`src/rtl/uart_receiver_pkg.sv`:
```
// Shared UART types: line configuration encodings, the receive FSM state
// type and the default oversampling rate.
package uart_receiver_pkg;

  localparam int OVERSAMPLE_RATE = 16;

  typedef enum logic [1:0] {DW_5BIT, DW_6BIT, DW_7BIT, DW_8BIT} data_width_e;
  typedef enum logic [1:0] {SB_1BIT, SB_15BIT, SB_RESERVED, SB_2BIT} stop_bits_e;
  typedef enum logic [1:0] {DISABLED_1, EVEN, DISABLED_2, ODD} parity_mode_e;

  typedef struct packed {
    data_width_e  data_width;
    stop_bits_e   stop_bits;
    parity_mode_e parity_mode;
  } uart_config_s;

  typedef enum logic [2:0] {
    RX_IDLE, RX_START, RX_DATA, RX_PARITY, RX_STOP, RX_DONE
  } uart_rx_fsm_e;

  // Data arrives LSB first into the top of the shift register, so a short
  // word sits in the upper bits and must be shifted down.
  function automatic logic [7:0] right_align(input logic [7:0] sh, input data_width_e dw);
    case (dw)
      DW_5BIT: return {3'b000, sh[7:3]};
      DW_6BIT: return {2'b00, sh[7:2]};
      DW_7BIT: return {1'b0, sh[7:1]};
      default: return sh;
    endcase
  endfunction

endpackage

```
`src/rtl/uart_receiver_sync_ff.sv`:
```
// Multi-flop synchronizer for the asynchronous RX line; resets to the idle
// (high) level so reset never looks like a start bit. STAGES must be >= 2.
module sync_ff #(
  parameter int STAGES = 2
) (
  input  logic clk_i,
  input  logic rst_n_i,
  input  logic d_i,
  output logic q_o
);

  logic [STAGES-1:0] sync_q;

  // NOTE: sequential state uses non-blocking assignments so every flop
  // samples the pre-edge value of its neighbour.
  always_ff @(posedge clk_i) begin
    if (!rst_n_i) sync_q <= '1;
    else          sync_q <= {sync_q[STAGES-2:0], d_i};
  end

  assign q_o = sync_q[STAGES-1];

endmodule

```
`src/rtl/uart_receiver.sv`:
```
// UART receive stage: oversampled start/data/parity/stop deframing with the
// line configuration frozen at start-bit detection.
module uart_receiver
  import uart_receiver_pkg::*;
#(
  parameter int OVERSAMPLE  = OVERSAMPLE_RATE,
  parameter int SYNC_STAGES = 2
) (
  input  logic       clk_i,
  input  logic       rst_n_i,
  input  logic       ov_baud_tick_i,
  input  logic       rx_i,
  input  logic       rx_enable_i,
  input  logic [1:0] data_width_i,
  input  logic [1:0] stop_bits_i,
  input  logic [1:0] parity_mode_i,
  input  logic       rx_fifo_full_i,
  output logic [7:0] rx_data_o,
  output logic       rx_done_o,
  output logic       frame_error_o,
  output logic       parity_error_o,
  output logic       overrun_error_o,
  output logic       rx_idle_o
);

  localparam int               CNT_W     = $clog2(OVERSAMPLE);
  localparam logic [CNT_W-1:0] FULL_LAST = CNT_W'(OVERSAMPLE - 1);
  localparam logic [CNT_W-1:0] HALF_LAST = CNT_W'(OVERSAMPLE / 2 - 1);

  uart_rx_fsm_e     state_q, state_d;
  logic [CNT_W-1:0] tick_cnt_q, tick_cnt_d;
  logic [2:0]       bit_cnt_q, bit_cnt_d;
  logic [7:0]       shift_q, shift_d;
  logic [7:0]       data_q, data_d;
  uart_config_s     cfg_q, cfg_d;
  logic             parity_err_q, parity_err_d;
  logic             frame_err_q, frame_err_d;
  logic             stop_ext_q, stop_ext_d;
  logic             rx_sync, full_end, half_end, ext_end, push;
  logic [7:0]       rx_word;

  sync_ff #(.STAGES(SYNC_STAGES)) u_sync (
    .clk_i   (clk_i),
    .rst_n_i (rst_n_i),
    .d_i     (rx_i),
    .q_o     (rx_sync)
  );

  always_ff @(posedge clk_i) begin
    if (!rst_n_i) begin
      state_q      <= RX_IDLE;
      tick_cnt_q   <= '0;
      bit_cnt_q    <= '0;
      shift_q      <= '0;
      data_q       <= '0;
      cfg_q        <= '0;
      parity_err_q <= 1'b0;
      frame_err_q  <= 1'b0;
      stop_ext_q   <= 1'b0;
    end else begin
      state_q      <= state_d;
      tick_cnt_q   <= tick_cnt_d;
      bit_cnt_q    <= bit_cnt_d;
      shift_q      <= shift_d;
      data_q       <= data_d;
      cfg_q        <= cfg_d;
      parity_err_q <= parity_err_d;
      frame_err_q  <= frame_err_d;
      stop_ext_q   <= stop_ext_d;
    end
  end

  always_comb begin
    // NOTE: every combinational output is defaulted up front so no branch
    // can leave it unassigned and infer a latch.
    state_d      = state_q;
    tick_cnt_d   = tick_cnt_q;
    bit_cnt_d    = bit_cnt_q;
    shift_d      = shift_q;
    data_d       = data_q;
    cfg_d        = cfg_q;
    parity_err_d = parity_err_q;
    frame_err_d  = frame_err_q;
    stop_ext_d   = stop_ext_q;
    push         = 1'b0;
    rx_word      = right_align(shift_q, cfg_q.data_width);
    full_end     = ov_baud_tick_i && (tick_cnt_q == FULL_LAST);
    half_end     = ov_baud_tick_i && (tick_cnt_q == HALF_LAST);
    ext_end      = (cfg_q.stop_bits == SB_15BIT) ? half_end : full_end;

    if (ov_baud_tick_i) tick_cnt_d = tick_cnt_q + CNT_W'(1);

    unique case (state_q)
      RX_IDLE: begin
        tick_cnt_d            = '0;
        stop_ext_d            = 1'b0;
        cfg_d.data_width      = data_width_e'(data_width_i);
        cfg_d.stop_bits       = stop_bits_e'(stop_bits_i);
        cfg_d.parity_mode     = parity_mode_e'(parity_mode_i);
        if (rx_enable_i && !rx_sync) begin
          state_d      = RX_START;
          bit_cnt_d    = '0;
          shift_d      = '0;
          parity_err_d = 1'b0;
          frame_err_d  = 1'b0;
        end
      end
      RX_START: if (half_end) begin
        tick_cnt_d = '0;
        state_d    = rx_sync ? RX_IDLE : RX_DATA;
      end
      RX_DATA: if (full_end) begin
        tick_cnt_d = '0;
        shift_d    = {rx_sync, shift_q[7:1]};
        bit_cnt_d  = bit_cnt_q + 3'd1;
        if (bit_cnt_q == 3'(cfg_q.data_width) + 3'd4)
          state_d = cfg_q.parity_mode[0] ? RX_PARITY : RX_STOP;
      end
      RX_PARITY: if (full_end) begin
        tick_cnt_d   = '0;
        parity_err_d = ((^rx_word) ^ rx_sync) != cfg_q.parity_mode[1];
        state_d      = RX_STOP;
      end
      RX_STOP: begin
        // stop_ext_q marks the optional half or full second stop period
        if (!stop_ext_q && full_end) begin
          tick_cnt_d = '0;
          if (!rx_sync) frame_err_d = 1'b1;
          if (cfg_q.stop_bits inside {SB_15BIT, SB_2BIT}) stop_ext_d = 1'b1;
          else                                              state_d    = RX_DONE;
        end else if (stop_ext_q && ext_end) begin
          tick_cnt_d = '0;
          if (cfg_q.stop_bits == SB_2BIT && !rx_sync) frame_err_d = 1'b1;
          state_d = RX_DONE;
        end
      end
      RX_DONE: begin
        push    = !rx_fifo_full_i;
        if (push) data_d = rx_word;
        state_d = RX_IDLE;
      end
      default: state_d = RX_IDLE;
    endcase
  end

  assign rx_done_o       = push;
  assign rx_data_o       = push ? rx_word : data_q;
  assign overrun_error_o = (state_q == RX_DONE) && rx_fifo_full_i;
  assign frame_error_o   = (state_q == RX_DONE) && frame_err_q;
  assign parity_error_o  = (state_q == RX_DONE) && parity_err_q;
  assign rx_idle_o       = (state_q == RX_IDLE);

endmodule
```
`config.mk`:
```
export PLATFORM = sky130hd
export DESIGN_NAME = uart_receiver
export DESIGN_NICKNAME = d
export VERILOG_FILES = /design/src/rtl/uart_receiver_pkg.sv /design/src/rtl/uart_receiver_sync_ff.sv /design/src/rtl/uart_receiver.sv
export SDC_FILE = /design/constraint.sdc
export NUM_CORES = 1
export LEC_CHECK = 0
export ABC_AREA = 1
export BUFFER_PORTS_ARGS = -buffer_cell sky130_fd_sc_hd__buf_2
export CAP_MARGIN = 20
export CORE_UTILIZATION = 50
export CTS_BUF_LIST = sky130_fd_sc_hd__clkbuf_4 sky130_fd_sc_hd__clkbuf_8
export DETAILED_ROUTE_END_ITERATION = 6
export GPL_TIMING_DRIVEN = 0
export PLACE_DENSITY_LB_ADDON = 0.25
export SETUP_SLACK_MARGIN = 0.4
export SLEW_MARGIN = 20
export SYNTH_ARGS = -nofsm -noshare
export SYNTH_HDL_FRONTEND = slang
export SYNTH_SLANG_ARGS = --single-unit
```
`constraint.sdc`:
```
create_clock -name clk_i -period 2.1 [get_ports clk_i]
set_input_delay 0.105 -clock clk_i [delete_from_list [all_inputs] [get_ports clk_i]]
set_output_delay 0.105 -clock clk_i [all_outputs]
set_load 0.02 [all_outputs]
```
Word-level counts from Yosys, hierarchy flattened
Cells that the tools add are included.

cells by class
  $add $sub $neg = 3
  equality and inequality tests = 24
  muxes and demuxes = 38
  bitwise operators = 2
  reductions and logical operators = 26

operators with widths
  kind                                           number
  two-way mux 3 bit                              11
  two-way mux 8 bit                              3
  one-hot mux 8 bit (3 select lines)             1
  two-way mux 4 bit                              5
  one-hot mux 4 bit (4 select lines)             1
  one-hot mux 8 bit (2 select lines)             1
  one-hot mux 3 bit (5 select lines)             1
  != test 2 bit, second input constant           6
  != test 3 bit, second input constant           4
  two-way mux 1 bit                              10
  logical AND 1 bit                              9
  AND reduction 3 bit                            3
  nonzero test 2 bit                             4
  parity 8 bit                                   1
  AND reduction 7 bit                            1
  == test 3 x 2 -> 1 bit, second input constant  2
  == test 3 bit, second input constant           2
  one-hot mux 1 bit (2 select lines)             3
  one-hot mux 3 bit (2 select lines)             1
  AND reduction 5 bit                            1
  adder 4 x 1 -> 4 bit, second input constant    1
  == test 2 x 1 -> 1 bit, second input constant  2
  == test 2 bit, second input constant           2
  == test 4 x 3 -> 1 bit, second input constant  1
  15 further kinds                               17

storage, ports and cells
  register bits after elaboration = 37
  bits of input ports = 12
  output and inout port bits = 13
  word-level logic and storage cells = 105

Logic depth before layout (Yosys ltp)
Gate-level depths: netlist of run 1.

  depth in word-level cells = 7
  mapped depth = 14
  gate-level depth less buffers = 13

Modules after synthesis
From an unflattened synthesis of run 1, not the netlist that was laid out.

second synthesis, totals
  cell total of the unflattened synthesis = 324
  area, all modules = 2140.8 um^2

modules (own cells, without submodules)
  module         instances  cells an instance  area each (um^2)  sequential area each (um^2)
  uart_receiver  1          318                2085.8            700.7
  sync_ff        1          6                  55.1              40.0

Worst setup path before layout of run 1
No wires, ideal clock.

  kind = register to register
  from = reg state_q[1]
  to = reg shift_q[4]
  library setup time = 0.079 ns
  data arrival time = 1.439 ns
  data required time = 2.021 ns
  slack = 0.582 ns
  cell stages (with the launch flop) = 11
  buffers on the path = 1
  period minus slack after synthesis = 1.518 ns
  cell sequence = dfxtp_1 > nor2_2 > inv_2 > nor2_4 > inv_2 > a21oi_2 > inv_2 > nand2_2 > buf_6 > nor2_1 > a211oi_2

between the ends
  cells in the longest elaborated chain, start to end = 3

ends and longest elaborated chain
  item                                                                                  line                 source
  from (decl)                                                                           uart_receiver.sv:30  uart_rx_fsm_e state_q, state_d;
  from (signal assigned)                                                                uart_receiver.sv:61  state_q <= state_d;
  logical NOT 3 bit *                                                                   --
  via rx_idle_o                                                                         uart_receiver.sv:23  output logic rx_idle_o
  != test 2 x 1 -> 1 bit (no source line) / nonzero test 2 bit (equally long branches)  --
  AND reduction 3 bit (no source line)                                                  --
  to (signal assigned)                                                                  uart_receiver.sv:64  shift_q <= shift_d;
  to (decl)                                                                             uart_receiver.sv:33  logic [7:0] shift_q, shift_d;

The timed path passes the listed nets; every way through them passes the cells marked *.
A chain may end at the register's enable or synchronous reset.

Final worst setup path of run 1
  from = reg tick_cnt_q[1]
  to = reg parity_err_q

between the ends
  cells in the longest elaborated chain, start to end = 4

ends and longest elaborated chain
  item                                  line                 source
  from (decl)                           uart_receiver.sv:31  logic [CNT_W-1:0] tick_cnt_q, tick_cnt_d;
  from (signal assigned)                uart_receiver.sv:62  tick_cnt_q <= tick_cnt_d;
  == test 4 bit                         uart_receiver.sv:87  full_end = ov_baud_tick_i && (tick_cnt_q == FULL_LAST);
  logical AND 1 bit                     uart_receiver.sv:87
  != test 2 bit (no source line)        --
  AND reduction 3 bit (no source line)  --
  to (signal assigned)                  uart_receiver.sv:67  parity_err_q <= parity_err_d;
  to (decl)                             uart_receiver.sv:36  logic parity_err_q, parity_err_d;

Every way passes these cells.

==> reports/results.txt, run 1 <==
status -> finished clean
Mapped Area -> 2080 µm²
synthesized net count -> 328
crit path kind -> register to register
CP startpoint kind -> register
Num CTS Buffers -> 5
CP endpoint kind -> register
Starting Density -> 0.521
Top FF cell, synth -> dfxtp_1
Finish-stage setup viols -> 0
global-route wire length before repair -> 7850 µm
Routed Antenna Nets -> 0
vias post-DR -> 2084
Post-synth EDFFs -> 0
sequential area share after synthesis -> 0.356
family with the most delay on the worst path -> simple AND/OR/NAND/NOR gates
fillers -> 359
average wire per standard cell -> 12.3 µm
crit-path cells -> ha_4 -> nand3_4 -> nor2_4 -> inv_1 -> nor4_1 -> o21ai_0 -> nand2_1 -> a21oi_1
worst slew pin tran -> 0.528 ns
final worst-path cycle share -> 0.800
Iter 0 DRT Violations -> 128
Via-to-Cell Ratio -> 5.13
peak supply drop -> 812 µV
CP Data Required Time -> 2.26 ns
area of the core -> 4000 µm²
vias in the first global route -> 1862
Syn. warnings -> 0
peak fanout along the critical path -> 4
Hold Violations, Final -> 0
# DRC -> 0
CTS tree -> done
largest net degree at the start of global routing -> 11
initial antenna violation count -> 0
CP Buf/Inv Count -> 1
slowest cell delay on critical path -> 0.37 ns
mean post-synth cell area -> 6.63 µm²
row count -> 23
most frequent cells in the layout -> 75 x nand2_1, 36 x inv_1, 31 x nor2_1, 31 x dfxtp_1, 27 x nand3_1
setup TNS -> 0 ns
Max-Cap Viols -> 0
Routed WL -> 4980 µm
max-slew violation count -> 0
I/O Pins -> 25
Clk pin slew, worst setup/hold paths -> 0.07 ns
1st-pass router iterations -> 4
Power Dens Cells -> 1270 nW/µm²
Total Nets Final -> 370
Cells after Synth -> 314
Setup Skew -> 0.00624 ns
clk_lat worst skew -> 0.29 ns
die area -> 4430 µm²
leading cell type in the layout, fill and taps excluded -> nand2_1
Final Util -> 0.648
area growth from synthesis to layout -> 24.5%
min-delay worst type -> primary input to register
CTS H-tree lvls -> 2
P_leak -> 0.00123 µW
GRT overflow -> 0
Critical Path Slowest Stage Cell -> nor4_1
slew margin rel. -> 0.648
fin crit period -> 1.68 ns
Max Root-Sink Buffers -> 2
# port buffers -> 24
Clk Tree Root Cell -> clkbuf_8
Total GRT Usage -> 0.237
# diodes -> 0
Yosys cell types -> 35
RSZ-0062 raised after global routing -> true
post-DP HPWL -> 3510 µm
ys async rst share -> 0
CTS sink count -> 37
layout cells sized above 1 -> 0.278
post-synthesis register bit count -> 37
CP arrival -> 1.84 ns
gpl congestion -> 0.916
max frequency -> 595 MHz
Die Y-Extent -> 66.6 µm
Die Span X -> 66.6 µm
-- where the power goes --
| part | leakage [µW] | switching [µW] | total [µW] | internal, µW |
|---|---|---|---|---|
| logic | 0.000876 | 1080 | 1760 | 675 |
| registers | 0.000306 | 143 | 1000 | 861 |
| clock network | 0.0000477 | 255 | 528 | 274 |
-- path summary, 6_finish.rpt --
path                          from               end  slack (ns)  cells past startpoint
hold / removal      stop_bits_i[1]          cfg_q[3]        0.04                      3
setup / recovery     tick_cnt_q[1]      parity_err_q        0.42                      8
hold reg to reg   u_sync.sync_q[0]  u_sync.sync_q[1]        0.42                      1
setup reg to reg     tick_cnt_q[1]      parity_err_q        0.42                      8
-- registers in the layout (all words and copies together) (netlist names) --
signal         count
state_q            3
u_sync.sync_q      2
frame_err_q        1
stop_ext_q         1
bit_cnt_q          3
parity_err_q       1
data_q             8
tick_cnt_q         4
shift_q            8
cfg_q              6
-- cell type report --
class / instances / area, µm² / area share
Inverter: 46 / 173 / 0.0666
Multi-Input combinational cell: 222 / 1200 / 0.464
Timing Repair Buffer: 35 / 225 / 0.0868
Buffer: 9 / 82.6 / 0.0318
Tap cell: 50 / 62.6 / 0.0241
Sequential cell: 37 / 758 / 0.292
Clock buffer: 7 / 90.1 / 0.0347
-- routing by layer --
metal | vias up | share of wire | global-route usage
met3 | 9 | 0.040 | 0.0616
met4 | 0 | 0.019 | 0.0904
met5 | - | 0 | 0
met2 | 33 | 0.49 | 0.424
met1 | 945 | 0.45 | 0.264
li1 | 1097 | - | -
-- worst min-delay path, cell delays in order --
cell and delay, ns:
buf_2 0.07, nor2_1 0.03, nor2_1 0.08
-- repair_timing --
action / in CTS / in global routing
gates cloned: 1 / 1
hold endpoints to repair: 1 / 0
setup buffers: 5 / 3
resized for setup: 22 / 29
hold buffers: 1 / 0
endpoints found under the setup margin: 25 / 28
pin swaps: 5 / 7
-- Yosys cell counts, types with 2 or more instances --
cell / count / area share
a211oi_1: 3 / 0.011
a211oi_2: 5 / 0.030
a21oi_1: 21 / 0.050
buf_2: 2 / 0.0048
buf_6: 3 / 0.016
clkbuf_1: 3 / 0.0054
dfxtp_1: 37 / 0.36
ha_1: 2 / 0.012
inv_1: 41 / 0.074
inv_2: 5 / 0.0090
nand2_1: 78 / 0.14
nand2_2: 2 / 0.0060
nand3_1: 27 / 0.065
nand3_2: 3 / 0.014
nand4_1: 2 / 0.0060
nor2_1: 36 / 0.065
nor2_2: 3 / 0.0090
nor3_1: 4 / 0.0096
o21ai_0: 17 / 0.041
o21ai_2: 2 / 0.0084
or2_2: 4 / 0.012
-- per-stage QoR --
step / worst slack (ns) / cell area, µm² / instances / power (µW) / hold WS, ns
floorplan: 0.582 / 2080 / 314 / 2090 / 0.212
global placement: 0.402 / 2270 / 388 / 2380 / 0.293
detailed placement: 0.351 / 2270 / 388 / 2430 / 0.297
CTS: 0.400 / 2450 / 402 / 3060 / 0.0439
global route: 0.312 / 2590 / 406 / 3530 / 0.0527
finish: 0.419 / 2590 / 406 / 3290 / 0.0380
-- cell families (layout without fill, tap and decap cells) --
kind of cell | Yosys count | after routing | share of synthesized area
flops | 37 | 37 | 0.356
fa+ha+maj | 2 | 2 | 0.0120
simple gates | 163 | 163 | 0.344
compound gates | 56 | 56 | 0.171
buf+inv | 55 | 97 | 0.113
xor+xnor | 1 | 1 | 0.00420
No activity file was read; power rests on OpenSTA's default activity.
==> run 2, diff against run 1 <==
--- a/config.mk
+++ b/config.mk
@@ -5,7 +5,7 @@
 export SDC_FILE = /design/constraint.sdc
 export NUM_CORES = 1
 export LEC_CHECK = 0
-export ABC_AREA = 1
+export ABC_AREA = 0
 export BUFFER_PORTS_ARGS = -buffer_cell sky130_fd_sc_hd__buf_2
 export CAP_MARGIN = 20
 export CORE_UTILIZATION = 50
==> constraint.sdc (replaced) <==
create_clock -name clk_i -period 1.7 [get_ports clk_i]
set_input_delay 0.085 -clock clk_i [delete_from_list [all_inputs] [get_ports clk_i]]
set_output_delay 0.085 -clock clk_i [all_outputs]
set_load 0.02 [all_outputs]
==> run 2 against run 1 <==
Net effect:
- the run now ends with negative setup slack left
- worst hold slack got worse by 0.020 ns
- via count is 2.2% lower
- power fell by 45%
- clock skew increased by 0.0037 ns
- largest power group is now registers
==> reports/results.txt, run 2 <==
Clk pin slew, worst setup/hold paths -> 0.07 ns
die area -> 4100 µm²
slew margin rel. -> 0.657
layout cells sized above 1 -> 0.601
CTS sink count -> 37
Via-to-Cell Ratio -> 6.07
peak fanout along the critical path -> 5
I/O Pins -> 25
fillers -> 175
leading cell type in the layout, fill and taps excluded -> buf_6
P_leak -> 0.00121 µW
status -> complete, but fails checks
CTS H-tree lvls -> 2
vias in the first global route -> 1858
post-synthesis xor/xnor area fraction -> 0.0878
row count -> 22
RSZ-0062 raised after global routing -> true
# port buffers -> 23
max frequency -> 500 MHz
sequential area share after synthesis -> 0.385
area leader, netlist -> dfxtp_1
most frequent cells in the layout -> 37 x buf_6, 30 x dfxtp_1, 17 x buf_4
Final Util -> 0.866
post-DP HPWL -> 2940 µm
area growth from synthesis to layout -> 64.8%
# DRC -> 0
fin crit period -> 2.00 ns
max-slew violation count -> 0
Hold WS -> 0.0182 ns
failing checks -> negative setup slack
# diodes -> 0
Top FF cell, synth -> dfxtp_1
synthesized net count -> 230
Routed Antenna Nets -> 0
Max Root-Sink Buffers -> 2
mux cell area share after synthesis -> 0.115
Multi-input gate area -> 1500 µm²
slack of the critical path -> -0.298 ns
Post-synth EDFFs -> 0
vias post-DR -> 2039
global-route wire length before repair -> 8670 µm
Yosys cell types -> 45
FF/Latch Area -> 752 µm²
Routed WL -> 6410 µm
Num CTS Buffers -> 5
average wire per standard cell -> 19.1 µm
CTS tree -> done
simple-gate portion of the synthesized area -> 0.234
post-placement setup slack -> -0.289 ns
main combinational cell family by area after synthesis -> simple AND/OR/NAND/NOR gates
CP Data Required Time -> 1.90 ns
Syn. warnings -> 0
Max-Cap Viols -> 0
Finish-stage setup viols -> 9
count leader, synth -> dfxtp_1
post-synthesis register bit count -> 37
ys async rst share -> 0
GRT overflow -> 0
largest net degree at the start of global routing -> 12
clk_lat worst skew -> 0.31 ns
Power Dens Cells -> 569 nW/µm²
CP startpoint kind -> register
Regs by FF count -> data_q (8), shift_q (8), cfg_q (6)
Iter 0 DRT Violations -> 131
Compound-Gate Fraction of Synth Area -> 0.115
Total Nets Final -> 301
Adder-Cell Fraction of Synth Area -> 0.0130
Die Span X -> 64.0 µm
Mapped Area -> 1920 µm²
Die Y-Extent -> 64.0 µm
mean post-synth cell area -> 8.90 µm²
post-synth top area share -> 0.385
Hold Violations, Final -> 0
synth cell count leaders -> 37 x dfxtp_1, 28 x nand2_1, 17 x nor2_1
area of the core -> 3660 µm²
Synth area leaders -> dfxtp_1 39%, nand2_1 5.5%, mux4_2 4.7%, xnor2_1 4.1%, nand3_1 3.4%
peak supply drop -> 584 µV
CP arrival -> 2.20 ns
Setup Skew -> 0.00996 ns
total chip power -> 1800 µW
crit path kind -> register to register
initial antenna violation count -> 0
Clk Tree Root Cell -> clkbuf_8
final worst-path cycle share -> 1.18
Starting Density -> 0.525
gpl congestion -> 0.797
setup TNS -> -1.06 ns
min-delay worst type -> primary input to register
Total GRT Usage -> 0.281
Cells after Synth -> 216
1st-pass router iterations -> 4
worst slew pin tran -> 0.515 ns
CP endpoint kind -> register
run 2: cell families (layout without fill, tap and decap cells):
logic type,Yosys count,count (layout)
XOR/XNOR,16,16
adder cells (fa/ha/maj),2,2
flip-flops,37,37
buffers and inverters,19,90
AND/OR/NAND/NOR,91,92
multiplexers,16,16
AO/OA/AOI/OAI,35,35
run 2: timing repair:
item | 4_1_cts | 5_1_grt
resized for setup | 90 | 38
cloned | 2 | 0
buffers inserted | 28 | 10
hold buffers | 1 | 0
pin swaps | 44 | 21
hold endpoints to repair | 1 | 0
setup endpoints to repair | 40 | 48
run 2: worst paths after layout:
check / start / endpoint / slack [ns] / depth (start not counted)
hold reg to reg: u_sync.sync_q[0] / u_sync.sync_q[1] / 0.43 / 1
setup reg to reg: cfg_q[4] / parity_err_q / -0.30 / 6
setup / recovery: cfg_q[4] / parity_err_q / -0.30 / 6
hold / removal: data_width_i[0] / cfg_q[4] / 0.02 / 3
run 2: cell type report:
cell class,instances,area share
Tap cell,48,0.0189
Clock buffer,7,0.0304
Clock inverter,1,0.00158
Timing Repair Buffer,63,0.189
Inverter,7,0.0107
Buffer,12,0.0399
Multi-Input combinational cell,161,0.473
Sequential cell,37,0.237
run 2: stage by stage:
step | instances | area, µm²
2_1_floorplan | 216 | 2100
3_3_place_gp | 287 | 2280
3_5_place_dp | 287 | 2280
4_1_cts | 326 | 2940
5_1_grt | 336 | 3170
6_report | 336 | 3170
run 2: worst max-delay path, cell delays in order (launching register included):
cell and delay, ns:
dfxtp_2 0.33, buf_6 0.12, mux4_2 0.54, xnor2_2 0.16, xnor2_1 0.21, xnor3_1 0.26
a32o_2 0.27
run 2: power by group:
part	internal, µW	switching (µW)
Sequential	879	16.7
Clock	367	337
Combinational	106	98.6
Total	1350	452
run 2: metal layers:
layer / share of wire / up-vias / GRT usage / routed length, µm
met5: 0 / - / 0 / 0
met4: 0.046 / 0 / 0.122 / 297
met3: 0.073 / 31 / 0.0661 / 469
met2: 0.51 / 126 / 0.480 / 3290
met1: 0.37 / 987 / 0.334 / 2350
li1: - / 895 / - / -
